===== src/rtl/mac_array_drain.sv =====
// mac_array_drain: captures per-lane MAC results, buffers complete sets and streams them one word per beat.
module mac_array_drain #(
  parameter int ACC_W  = 16,
  parameter int N_MACS = 4,
  parameter int DEPTH  = 2
) (
  input  logic                    clk,
  input  logic                    rst,
  input  logic signed [ACC_W-1:0] acc_in_0,
  input  logic signed [ACC_W-1:0] acc_in_1,
  input  logic signed [ACC_W-1:0] acc_in_2,
  input  logic signed [ACC_W-1:0] acc_in_3,
  input  logic [N_MACS-1:0]       valid_in,
  output logic [N_MACS-1:0]       clear_out,
  output logic [ACC_W-1:0]        out_data,
  output logic [1:0]              out_lane,
  output logic                    out_last,
  output logic                    out_valid,
  input  logic                    out_ready,
  output logic                    overflow,
  output logic                    busy
);
  localparam int PW = DEPTH > 1 ? $clog2(DEPTH) : 1;
  localparam int CW = $clog2(DEPTH + 1);
  typedef enum logic {IDLE, SEND} state_t;
  state_t state, state_nxt;
  logic [ACC_W-1:0] acc [N_MACS];
  logic [N_MACS-1:0][ACC_W-1:0] hold;
  logic [N_MACS-1:0][ACC_W-1:0] mem [DEPTH];
  logic [N_MACS-1:0] pending, pending_nxt, cap;
  logic [PW-1:0] wptr, rptr;
  logic [CW-1:0] count, count_nxt;
  logic [1:0] lane;
  logic beat, pop, push;
  assign acc[0] = acc_in_0;
  assign acc[1] = acc_in_1;
  assign acc[2] = acc_in_2;
  assign acc[3] = acc_in_3;
  function automatic logic [PW-1:0] inc(input logic [PW-1:0] p);
    return p == PW'(DEPTH - 1) ? '0 : p + 1'b1;
  endfunction
  // A pop frees a slot on the same edge, so a full buffer still accepts a push then.
  always_comb begin
    cap         = valid_in & ~pending;
    beat        = out_valid & out_ready;
    pop         = beat & (lane == 2'd3);
    push        = &pending && (count < CW'(DEPTH) || pop);
    pending_nxt = (pending & {N_MACS{~push}}) | cap;
    count_nxt   = count + CW'(push) - CW'(pop);
    state_nxt   = count_nxt != '0 ? SEND : IDLE;
  end
  assign out_valid = state == SEND;
  assign out_data  = out_valid ? mem[rptr][lane] : '0;
  assign out_lane  = lane;
  assign out_last  = out_valid && lane == 2'd3;
  always_ff @(posedge clk) begin
    if (rst) begin
      state     <= IDLE;
      pending   <= '0;
      clear_out <= '0;
      overflow  <= 1'b0;
      busy      <= 1'b0;
      wptr      <= '0;
      rptr      <= '0;
      count     <= '0;
      lane      <= '0;
    end else begin
      state     <= state_nxt;
      pending   <= pending_nxt;
      clear_out <= cap;
      overflow  <= overflow | (|(valid_in & pending));
      busy      <= (|pending_nxt) || count_nxt != '0;
      count     <= count_nxt;
      if (beat) lane <= lane + 2'd1;
      if (pop) rptr <= inc(rptr);
      if (push) wptr <= inc(wptr);
    end
  end
  always_ff @(posedge clk) begin
    if (!rst && push) mem[wptr] <= hold;
    for (int i = 0; i < N_MACS; i++)
      if (cap[i]) hold[i] <= acc[i];
  end
endmodule


===== config.mk =====
export PLATFORM = sky130hd
export DESIGN_NAME = mac_array_drain
export DESIGN_NICKNAME = d
export VERILOG_FILES = /design/src/rtl/mac_array_drain.sv
export SDC_FILE = /design/constraint.sdc
export NUM_CORES = 1
export LEC_CHECK = 0
export CAP_MARGIN = 20
export CORE_ASPECT_RATIO = 0.5
export CORE_UTILIZATION = 49
export CTS_BUF_LIST = sky130_fd_sc_hd__clkbuf_8 sky130_fd_sc_hd__clkbuf_16
export DETAILED_ROUTE_END_ITERATION = 12
export GPL_TIMING_DRIVEN = 1
export PLACE_DENSITY = 0.75
export SETUP_SLACK_MARGIN = 0.05
export SYNTH_ARGS = -nofsm -noshare
export SYNTH_HDL_FRONTEND = slang
export SYNTH_SLANG_ARGS = --single-unit

===== constraint.sdc =====
create_clock -name clk -period 5.85 [get_ports clk]
set_input_delay 0.585 -clock clk [delete_from_list [all_inputs] [get_ports clk]]
set_output_delay 0.585 -clock clk [all_outputs]
set_load 0.1 [all_outputs]

-- Word-level counts from Yosys, hierarchy flattened
Memories as Yosys holds them, arrays and structs flattened. A register that Yosys moved wholly into a read port is not among the register bits.
Index checks and enable logic that the tools add are counted.
- $lt $le $gt $ge: 2
- multiply operators: 0
- bitwise operators: 9
- reduce and logical (&&, ||, !) cells: 10
- add/sub/neg operators: 5
- divide/modulo/power cells: 0
- equality and inequality tests: 1
- shift operators: 0
- multiplexer cells: 10
- operator list (operator ; count):
    binary-select mux 16 bit (select 2 bit) ; 1
    2-to-1 mux 16 bit ; 2
    bitwise AND 4 bit ; 3
    OR reduction 4 bit ; 2
    2-to-1 mux 1 bit ; 7
    inverter 4 bit ; 1
    OR 4 bit ; 1
    AND reduction 4 bit ; 1
    logical AND 1 bit ; 3
    < comparator 2 x 3 -> 1 bit (second input constant) ; 1
    adder 1 bit (second input constant) ; 2
    adder 2 x 1 -> 2 bit ; 1
    adder 2 x 1 -> 2 bit (second input constant) ; 1
    bitwise AND 1 bit ; 2
    equality test 2 bit (second input constant) ; 1
    logical OR 1 bit ; 2
    < comparator 2 bit (second input constant) ; 1
    nonzero test 2 bit ; 1
    subtractor 2 x 1 -> 2 bit ; 1
    logical NOT 1 bit ; 1
    inverter 1 bit ; 1
    OR 1 bit ; 1
- bits in registers: 81
- bits in read-only memories: 0
- output and inout port bits: 26
- RAM bits: 128
- bits in latches: 0
- logic and storage cells: 51
- bits of input ports: 71
- memories: 1
- memories (name ; depth ; bits a word ; read ports ; clocked after Yosys merged registers in ; wr ports ; RTL line ; RTL):
    mem ; 2 ; 64 ; 1 ; 1 ; 1 ; 29 ; logic [N_MACS-1:0][ACC_W-1:0] mem [DEPTH];

-- Longest topological paths before layout
Gate-level depths: netlist of run 1.
- word-level depth: 9
- gate-level depth with buffers: 9

-- Least setup slack after synthesis of run 1
OpenSTA, ideal clock, no wires.
- path type: reg2reg
- from: reg lane[1], in the netlist out_lane[1]
- to: mem mem[1][0] (netlist name), enable pin
- data arrival time: 6444 ps
- data required time: 5272 ps
- clock period less this slack: 7022 ps
- buffers on the path: 0
- stages on the path, launching flop included: 5
- setup time: 578 ps
- path slack: -1172 ps
- cells stage by stage: dfxtp_1 -> ha_1 -> nand3_1 -> a21o_1 -> nor3b_1
- word-level cells in the longest chain between the ends: 7
- ends and longest elaborated chain (what ; RTL line ; RTL):
    from (decl) ; 33 ; logic [1:0] lane;
    from (signal assigned) ; 74 ; if (beat) lane <= lane + 2'd1;
    equality test 2 bit ; 46 ; pop = beat & (lane == 2'd3);
    bitwise AND 1 bit ; 46 ;
    logical OR 1 bit ; 47 ; push = &pending && (count < CW'(DEPTH) || pop);
    logical AND 1 bit ; 47 ;
    logical AND 1 bit ; 80 ; if (!rst && push) mem[wptr] <= hold;
    2-to-1 mux 1 bit ; 80 ;
    2-to-1 mux 1 bit (not written as such) ; 80 ;
    to (decl) ; 29 ;
Every way passes these cells.

==> run_results.csv, run 1 <==
group,metric,value,unit
detailed_routing,num_vias,3443,
clock_tree,path_clk_slew,0.06,ns
floorplanning,initial_core_util,51.3,%
synth,synth.largest_area_cell,"edfxtp_1",
global_routing,first_global_vias,3646,
synth,ys.flop_type,"edfxtp_1",
pwr,p_clk_share,37.5,%
clock_tree,cts_hold_buf,0,
placed_design,gp_congestion,0.757,
detailed_routing,drt_wl_total,12.8,mm
synth,synth_enable_flop_cells,192,
detailed_routing,avgViaCountPerCell,5.15,
pwr,p_int,0.00233,W
synth,yosysSeqAreaShare,80.9,%
timing,fin_crit_sh,64.9,%
timing,rsz0062_at_grt,"false",
floorplanning,die_h,89.9,um
timing,skew,0.0152,ns
floorplanning,rows,31,
synth,syn_avg_cell_area,21.8,um2
synth,syn_nets,421,
clock_tree,htree_levels,1,
clock_tree,tritoncts.num_buffers,19,
finish,multiInputGateArea,1370,um2
global_routing,grt_antenna_before_repair,0,
clock_tree,post_cts_buffers,0,
finish,finalNetCount,532,
floorplanning,core,14800,um2
timing,drv_slew,0,
global_routing,grtUsageTotal,16.9,%
detailed_routing,wl_per_cell,19.2,um
setup_path,cp.required,5.27,ns
detailed_routing,drt_iter0_markers,203,
synth,ys_async_sr_fraction,0,%
clock_tree,cts_resized,0,
clock_tree,cts_buffer_depth,3,
clock_tree,ctsRootBufferMaster,"clkbuf_16",
pwr,p_sw_share,20.1,%
floorplanning,die_width,178,um
floorplanning,dieArea,16000,um2
global_routing,grt-ovfl-total,0,
pwr,cellLeakagePower,3.00,nW
finish,fill_cells,1037,
synth,yosysTopAreaCellShare,76.1,%
synth,synth_cell_types,32,
timing,setup_viol_count_final,0,
detailed_routing,drc,0,
setup_path,critical_path_arrival,3.21,ns
pwr,p_comb_share,4.3,%
finish,design_area,9320,um2
placed_design,numPortBuffers,96,
timing,tightest_slew,1.03,ns
timing,fmax,263,MHz
status,status,"complete, no violations",
timing,tns,0,ns
synth,yosys_warnings,0,
hold_path,hold_path_depth,0,
pwr,ir_drop,0.152,mV
hold_path,hp-class,"reg -> reg",
clock_tree,clk_latency,0.48,ns
setup_path,ff2ff_setup_slack,2.63,ns
timing,hold_violations,0,
synth,synth_seq_cells,210,
floorplanning,ios,97,
finish,n_antenna_cell,0,
finish,ff_latch_area,6130,um2
pwr,p_seq_share,58.2,%
synth,synth.most_common_cell,"edfxtp_1",
synth,yosys-top-cells-area,"edfxtp_1, mux4_2, dfxtp_1",
setup_path,critPathMaxFanout,28,
setup_path,reg2reg_from,"out_lane[1]$_SDFFE_PP0P_",
finish,synthToLayoutAreaGrowth,23.1,%
timing,timing.slew.headroom,31.0,%
flow_run,drv_cap,0,
setup_path,timing.rr.end,"mem[1][22]$_DFFE_PP_",
setup_path,crit_path_start_kind,"flop",
detailed_routing,dr.pass1.iters,6,
synth,ys_top_cells_by_count,"edfxtp_1, mux4_2, nor2b_1",
finish,drive_gt1_share,15.3,%
clock_tree,cts_tree,"done",
synth,synthCells,348,
pwr,power.density,313,nW/um2
setup_path,crit_type,"reg -> out",
pwr,power.switching,0.000588,W
setup_path,crit_path_end_kind,"output port",
timing,fin_crit,3.80,ns
hold_path,min_from,"hold[61]$_DFFE_PP_",
detailed_routing,ant_nets,0,
synth,syn-cell-area,7580,um2
global_routing,grt_pass1_wl,20.2,mm
placed_design,dp_hpwl,8.21,mm
hold_path,min_to,"mem[0][61]$_DFFE_PP_",
setup_path,r2r_cells,6,
placed_design,dpl-instance-area,8780,um2
clock_tree,cts.sinks,210,
global_routing,grt_max_degree,65,
## flip-flops by register name, summed over array words and instances (netlist names), named ones only
name,flops
busy,1
clear_out,4
count,2
hold,64
mem,128
out_lane,2
out_valid,1
overflow,1
pending,4
rptr,1
wptr,1
## cells by family after synthesis
group / share of synthesized area (%)
AO/OA/AOI/OAI: 1.37
XOR/XNOR: 0.463
adder cells (fa/ha/maj): 0.330
buffers and inverters: 1.45
flip-flops: 80.9
multiplexers: 11.7
AND/OR/NAND/NOR: 3.85
## metal layers
layer	wire length, um	GRT usage [%]
met5	0	0
met4	213	3.99
met3	701	3.72
met2	6040	27.1
met1	5840	24.0
## power by group through the flow
| stage | Combinational, W | Clock (W) | Sequential, W |
|---|---|---|---|
| finish | 0.000127 | 0.00110 | 0.00170 |
| global route | 0.000134 | 0.00117 | 0.00170 |
| CTS | 0.000129 | 0.00112 | 0.00170 |
| detailed placement | 0.000128 | 0 | 0.00173 |
| global placement | 0.000125 | 0 | 0.00173 |
| floorplan | 0.0000289 | 0 | 0.00175 |
## cell usage in the layout (no fill, tap or decap), drive strengths merged, types with 2 or more instances in the layout
master	count
edfxtp	192
clkdlybuf4s50	96
mux4	32
nor2b	25
clkbuf	19
dfxtp	18
mux2i	16
nor2	10
buf	8
a21oi	7
inv	7
nand2	6
clkinv	6
o21ai	3
a21o	3
nand3	2
xor2	2
xnor2	2
or3	2
ha	2
nor3	2
## metrics by stage
stage,setup WS [ns],hold WS (ns),cells,power [W],utilization [%]
4_1_cts,1.96,0.442,668,0.00295,63.1
6_report,2.05,0.442,668,0.00292,63.1
5_1_grt,1.88,0.445,668,0.00301,63.1
3_3_place_gp,2.54,0.422,635,0.00185,59.3
2_1_floorplan,1.09,0.421,348,0.00178,-
3_5_place_dp,2.48,0.430,636,0.00186,59.4
## worst max-delay path, cell delays in order (launching register included)
cell and delay [ns]:
dfxtp_2 0.40, buf_4 0.51, mux4_2 0.58, mux2i_1 0.20, nor2b_1 0.07, clkdlybuf4s50_1 0.96
## worst max-delay path by stage
| stage | from | end | slack, ns |
|---|---|---|---|
| final | flop | out_data[1] | 2.05 |
| after global routing | flop | out_data[1] | 1.88 |
| after CTS | flop | out_data[1] | 1.96 |
| after detailed placement | flop | out_data[1] | 2.48 |
| after global placement | flop | out_data[3] | 2.54 |
| after floorplan | out_lane[1]$_SDFFE_PP0P_ | mem[1][0]$_DFFE_PP_ | 1.09 |
## area by class of cell
type,count,area share (%)
Multi-Input combinational cell,124,14.7
Timing Repair Buffer,104,11.0
Clock inverter,13,0.752
Sequential cell,210,65.7
Tap cell,198,2.66
Clock buffer,19,5.10
Power figures use the tool's default switching activity.
==> run 2: changes to the inputs <==
Clock period 5.85 ns to 3.4 ns, I/O delays scaled along.
==> run_results.csv, run 2 (synthesis results as in run 1) <==
group,metric,value,unit
finish,final_cell_mix,"edfxtp_1, clkdlybuf4s50_1, mux4_2",
timing,timing.slew.headroom,34.6,%
pwr,ir_drop,0.340,mV
global_routing,grt-ovfl-total,0,
floorplanning,die_h,89.9,um
timing,tns,0,ns
detailed_routing,num_vias,3497,
clock_tree,cts_tree,"done",
timing,rsz0062_at_grt,"false",
global_routing,grt_antenna_before_repair,0,
detailed_routing,drt_iter0_markers,241,
timing,drv_slew,0,
clock_tree,cts_resized,0,
placed_design,dp_cells,637,
timing,fin_crit,2.82,ns
finish,drive_gt1_share,19.8,%
finish,regMostFlops,"mem",
hold_path,hp-class,"in -> reg",
placed_design,numPortBuffers,96,
pwr,cellLeakagePower,3.03,nW
global_routing,first_global_vias,3834,
status,status,"complete, no violations",
setup_path,crit_slowest_cell,"dfxtp_2",
timing,hold_violations,0,
floorplanning,dieArea,16000,um2
setup_path,crit_type,"reg -> out",
clock_tree,path_clk_slew,0.07,ns
floorplanning,ios,97,
setup_path,cpPeakStageDelay,0.70,ns
detailed_routing,wl_per_cell,20.0,um
setup_path,cp.required,3.06,ns
setup_path,crit_path_start_kind,"flop",
setup_path,crit_path_end_kind,"output port",
detailed_routing,ant_nets,0,
flow_run,drv_cap,0,
setup_path,critical_path_arrival,2.48,ns
global_routing,grtUsageTotal,17.7,%
timing,fin_crit_sh,83.1,%
setup_path,path_cells,"buf_12 > mux4_2 > mux2i_1 > nor2b_1 > buf_4",
placed_design,dp_hpwl,8.25,mm
finish,finalNetCount,532,
timing,setup_viol_count_final,0,
clock_tree,cts.sinks,210,
setup_path,path_buf_inv,2,
detailed_routing,drc,0,
floorplanning,initial_core_util,51.3,%
hold_path,hold_path_depth,1,
clock_tree,post_cts_buffers,0,
detailed_routing,dr.pass1.iters,4,
finish,synthToLayoutAreaGrowth,22.9,%
finish,final_common_cell,"edfxtp_1",
floorplanning,die_width,178,um
detailed_routing,avgViaCountPerCell,5.24,
setup_path,critPathMaxFanout,18,
finish,largest_registers,"mem: 128 flops, hold: 64 flops",
global_routing,grt_pass1_wl,21.0,mm
finish,n_antenna_cell,0,
timing,fmax,354,MHz
floorplanning,core,14800,um2
clock_tree,cts_buffer_depth,3,
timing,tightest_slew,0.978,ns
detailed_routing,drt_wl_total,13.3,mm
clock_tree,htree_levels,1,
finish,stdcell_count,668,
clock_tree,ctsRootBufferMaster,"clkbuf_16",
setup_path,critPathTopFamily,"multiplexers",
setup_path,path_depth,5,
clock_tree,tritoncts.num_buffers,18,
floorplanning,rows,31,
finish,largest_register_ff_count,128,
global_routing,grt_max_degree,65,
pwr,power.density,533,nW/um2
setup_path,r2r_cells,7,
timing,skew,0.0199,ns
clock_tree,cts_hold_buf,0,
placed_design,gp_congestion,0.736,
clock_tree,clk_latency,0.47,ns
## run 2: cell types whose count changed in the layout (fill, tap and decap cells not counted), sizes merged
| cell | change |
|---|---|
| buf | +20 |
| clkdlybuf4s50 | -19 |
| inv | -2 |
| clkinvlp | +1 |
## run 2: metal layers
metal	wire (um)	part of all wire, %	GRT usage (%)
met5	0	0	0
met2	6600	49	28.3
met1	5720	43	25.1
met3	821	6.2	3.72
met4	210	1.6	4.56
## run 2: area by class of cell
cell class                      instances  area (um2)
Clock inverter                         12        51.3
Sequential cell                       210        6140
Timing Repair Buffer                  105        1020
Fill cell                             993        5470
Multi-Input combinational cell        124        1380
Clock buffer                           19         475
Tap cell                              198         248
## run 2: worst paths after layout
check                           start                   to  slack, ns
max                              flop         out_data[11]       0.58
min                       acc_in_3[2]   hold[50]$_DFFE_PP_       0.42
max reg2reg  out_lane[1]$_SDFFE_PP0P_      busy$_SDFF_PP0_       1.04
min reg2reg         hold[4]$_DFFE_PP_  mem[0][4]$_DFFE_PP_       0.43
## run 2: power by group
part | leakage [nW] | switching (W) | internal [W]
Combinational | 0.847 | 0.000116 | 0.000101
Sequential | 1.91 | 0.0000338 | 0.00289
Clock | 0.275 | 0.000818 | 0.00101
Total | 3.03 | 0.000968 | 0.00400
## run 2: per-stage QoR
step                      hold WS [ns]  total power, W  area (um2)  setup WS [ns]  utilization [%]
final                            0.416         0.00496        9310          0.575             63.0
after CTS                        0.400         0.00501        9310          0.512             63.0
after global routing             0.405         0.00512        9310          0.419             63.0
after detailed placement         0.430         0.00320        8780          0.994             59.4
after global placement           0.422         0.00319        8780           1.09             59.4
after floorplan                  0.420         0.00306        7610         0.0910                -
==> run 3: changes to the inputs <==
Clock period 3.4 ns to 2.4 ns, I/O delays scaled along.
==> run_results.csv, run 3 (synthesis results as in run 1) <==
group,metric,value,unit
status,status,"complete, no violations",
setup_path,critical_path_arrival,2.08,ns
setup_path,crit_path_end_kind,"output port",
setup_path,critPathMaxFanout,12,
finish,final_common_cell,"edfxtp_1",
clock_tree,cts_hold_buf,0,
global_routing,grt_pass1_wl,22.1,mm
timing,timing.slew.headroom,54.9,%
detailed_routing,wl_per_cell,21.3,um
clock_tree,cts.sinks,210,
finish,finalNetCount,539,
floorplanning,die_h,89.9,um
hold_path,hp-class,"in -> reg",
finish,n_antenna_cell,0,
finish,largest_registers,"mem: 128 flops, hold: 64 flops",
clock_tree,tritoncts.num_buffers,18,
finish,ff_latch_area,6140,um2
floorplanning,core,14800,um2
setup_path,path_buf_inv,2,
pwr,p_seq_share,58.6,%
finish,multiInputGateArea,1450,um2
clock_tree,clk_latency,0.48,ns
pwr,p_int,0.00566,W
finish,final_cell_mix,"edfxtp_1, clkdlybuf4s50_1, mux4_2",
global_routing,grt-ovfl-total,0,
detailed_routing,num_vias,3606,
finish,fill_cells,952,
floorplanning,die_width,178,um
pwr,p_comb_share,4.5,%
setup_path,crit_slowest_cell,"mux4_2",
setup_path,cpPeakStageDelay,0.53,ns
setup_path,path_cells,"buf_12 > mux4_2 > mux2i_2 > nor2b_2 > buf_12",
timing,fin_crit_sh,96.5,%
finish,synthToLayoutAreaGrowth,27.3,%
detailed_routing,dr.pass1.iters,4,
floorplanning,dieArea,16000,um2
finish,largest_register_ff_count,128,
pwr,ir_drop,0.328,mV
timing,drv_slew,0,
timing,tightest_slew,0.674,ns
setup_path,crit_type,"reg -> out",
setup_path,crit_top_cell,"buf_12",
clock_tree,ctsRootBufferMaster,"clkbuf_16",
clock_tree,path_clk_slew,0.07,ns
placed_design,numPortBuffers,96,
clock_tree,cts_buffer_depth,3,
timing,hold_violations,0,
global_routing,grtUsageTotal,18.8,%
timing,fin_crit,2.32,ns
floorplanning,initial_core_util,51.3,%
flow_run,drv_cap,0,
timing,skew,0.0156,ns
clock_tree,htree_levels,1,
finish,finish.utilization,65.3,%
pwr,p_sw_share,20.0,%
placed_design,gp_congestion,0.784,
detailed_routing,ant_nets,0,
placed_design,dpl-instance-area,9090,um2
pwr,power,0.00707,W
finish,drive_gt1_share,26.1,%
timing,fmax,432,MHz
finish,design_area,9650,um2
global_routing,grt_max_degree,55,
setup_path,crit_path_start_kind,"flop",
detailed_routing,drt_iter0_markers,270,
detailed_routing,avgViaCountPerCell,5.36,
timing,setup_viol_count_final,0,
detailed_routing,drc,0,
pwr,p_clk_share,36.9,%
floorplanning,rows,31,
global_routing,first_global_vias,3929,
setup_path,cp.required,2.16,ns
detailed_routing,drt_wl_total,14.3,mm
global_routing,grt_antenna_before_repair,0,
setup_path,critPathTopFamily,"multiplexers",
pwr,power.switching,0.00141,W
pwr,cellLeakagePower,3.14,nW
placed_design,dp_hpwl,9.03,mm
timing,rsz0062_at_grt,"true",
pwr,power.density,733,nW/um2
clock_tree,cts_tree,"done",
floorplanning,ios,97,
timing,tns,0,ns
finish,regMostFlops,"mem",
run 3: changes by cell type in the layout (fill, tap and decap cells not counted), moves of 6 or more:
cell             previous run  this run
nor2b_1                    21         5
nor2b_2                     4        20
clkdlybuf4s50_1            77        70
buf_4                      25        19
buf_12                      3        20
run 3: through the flow:
stage                     std cells  hold slack (ns)  setup WS [ns]
after CTS                       672            0.297         0.0370
after global routing            673            0.293       -0.00470
after floorplan                 348            0.320         -0.785
after detailed placement        643            0.429          0.103
final                           673            0.306         0.0840
after global placement          643            0.422          0.161
run 3: layout make-up:
type	instances	share of cell area [%]
Multi-Input combinational cell	124	15.0
Clock inverter	10	0.402
Timing Repair Buffer	112	13.4
Clock buffer	19	4.93
Tap cell	198	2.57
Sequential cell	210	63.7
run 3: power groups by stage:
stage	Sequential [W]	Combinational (W)	Clock (W)
global route	0.00415	0.000335	0.00278
detailed placement	0.00422	0.000317	0
floorplan	0.00426	0.0000723	0
finish	0.00414	0.000318	0.00261
global placement	0.00421	0.000315	0
CTS	0.00414	0.000321	0.00264
run 3: what timing repair did:
| item | 4_1_cts | 5_1_grt |
|---|---|---|
| gates resized for setup | 1 | 4 |
| setup buffers | 0 | 0 |
| cloned | 0 | 1 |
| endpoints found under the setup margin | 16 | 15 |
run 3: path summary, 6_finish.rpt:
kind,cells past startpoint,slack [ns],to,from
setup / recovery,5,0.08,out_data[5],flop
setup reg to reg,8,0.33,busy$_SDFF_PP0_,pending[0]$_SDFF_PP0_
hold reg to reg,0,0.44,mem[1][31]$_DFFE_PP_,hold[31]$_DFFE_PP_
hold / removal,1,0.31,hold[43]$_DFFE_PP_,acc_in_2[11]
run 3: worst register-to-register path, stage by stage (launching register included):
cell and delay (ns):
dfxtp_1 0.43, nand4_1 0.20, nor2_1 0.15, nand2_1 0.07, o21ai_0 0.09, ha_1 0.27, or4_1 0.53, a21oi_1 0.13
o22ai_1 0.08
run 3: layer usage:
| layer | part of all wire [%] | GRT usage, % | vias to the layer above |
|---|---|---|---|
| met4 | 2.3 | 5.06 | 0 |
| met3 | 4.6 | 3.68 | 30 |
| li1 | - | - | 1630 |
| met1 | 43 | 25.3 | 1851 |
| met5 | 0 | 0 | - |
| met2 | 50 | 31.6 | 95 |
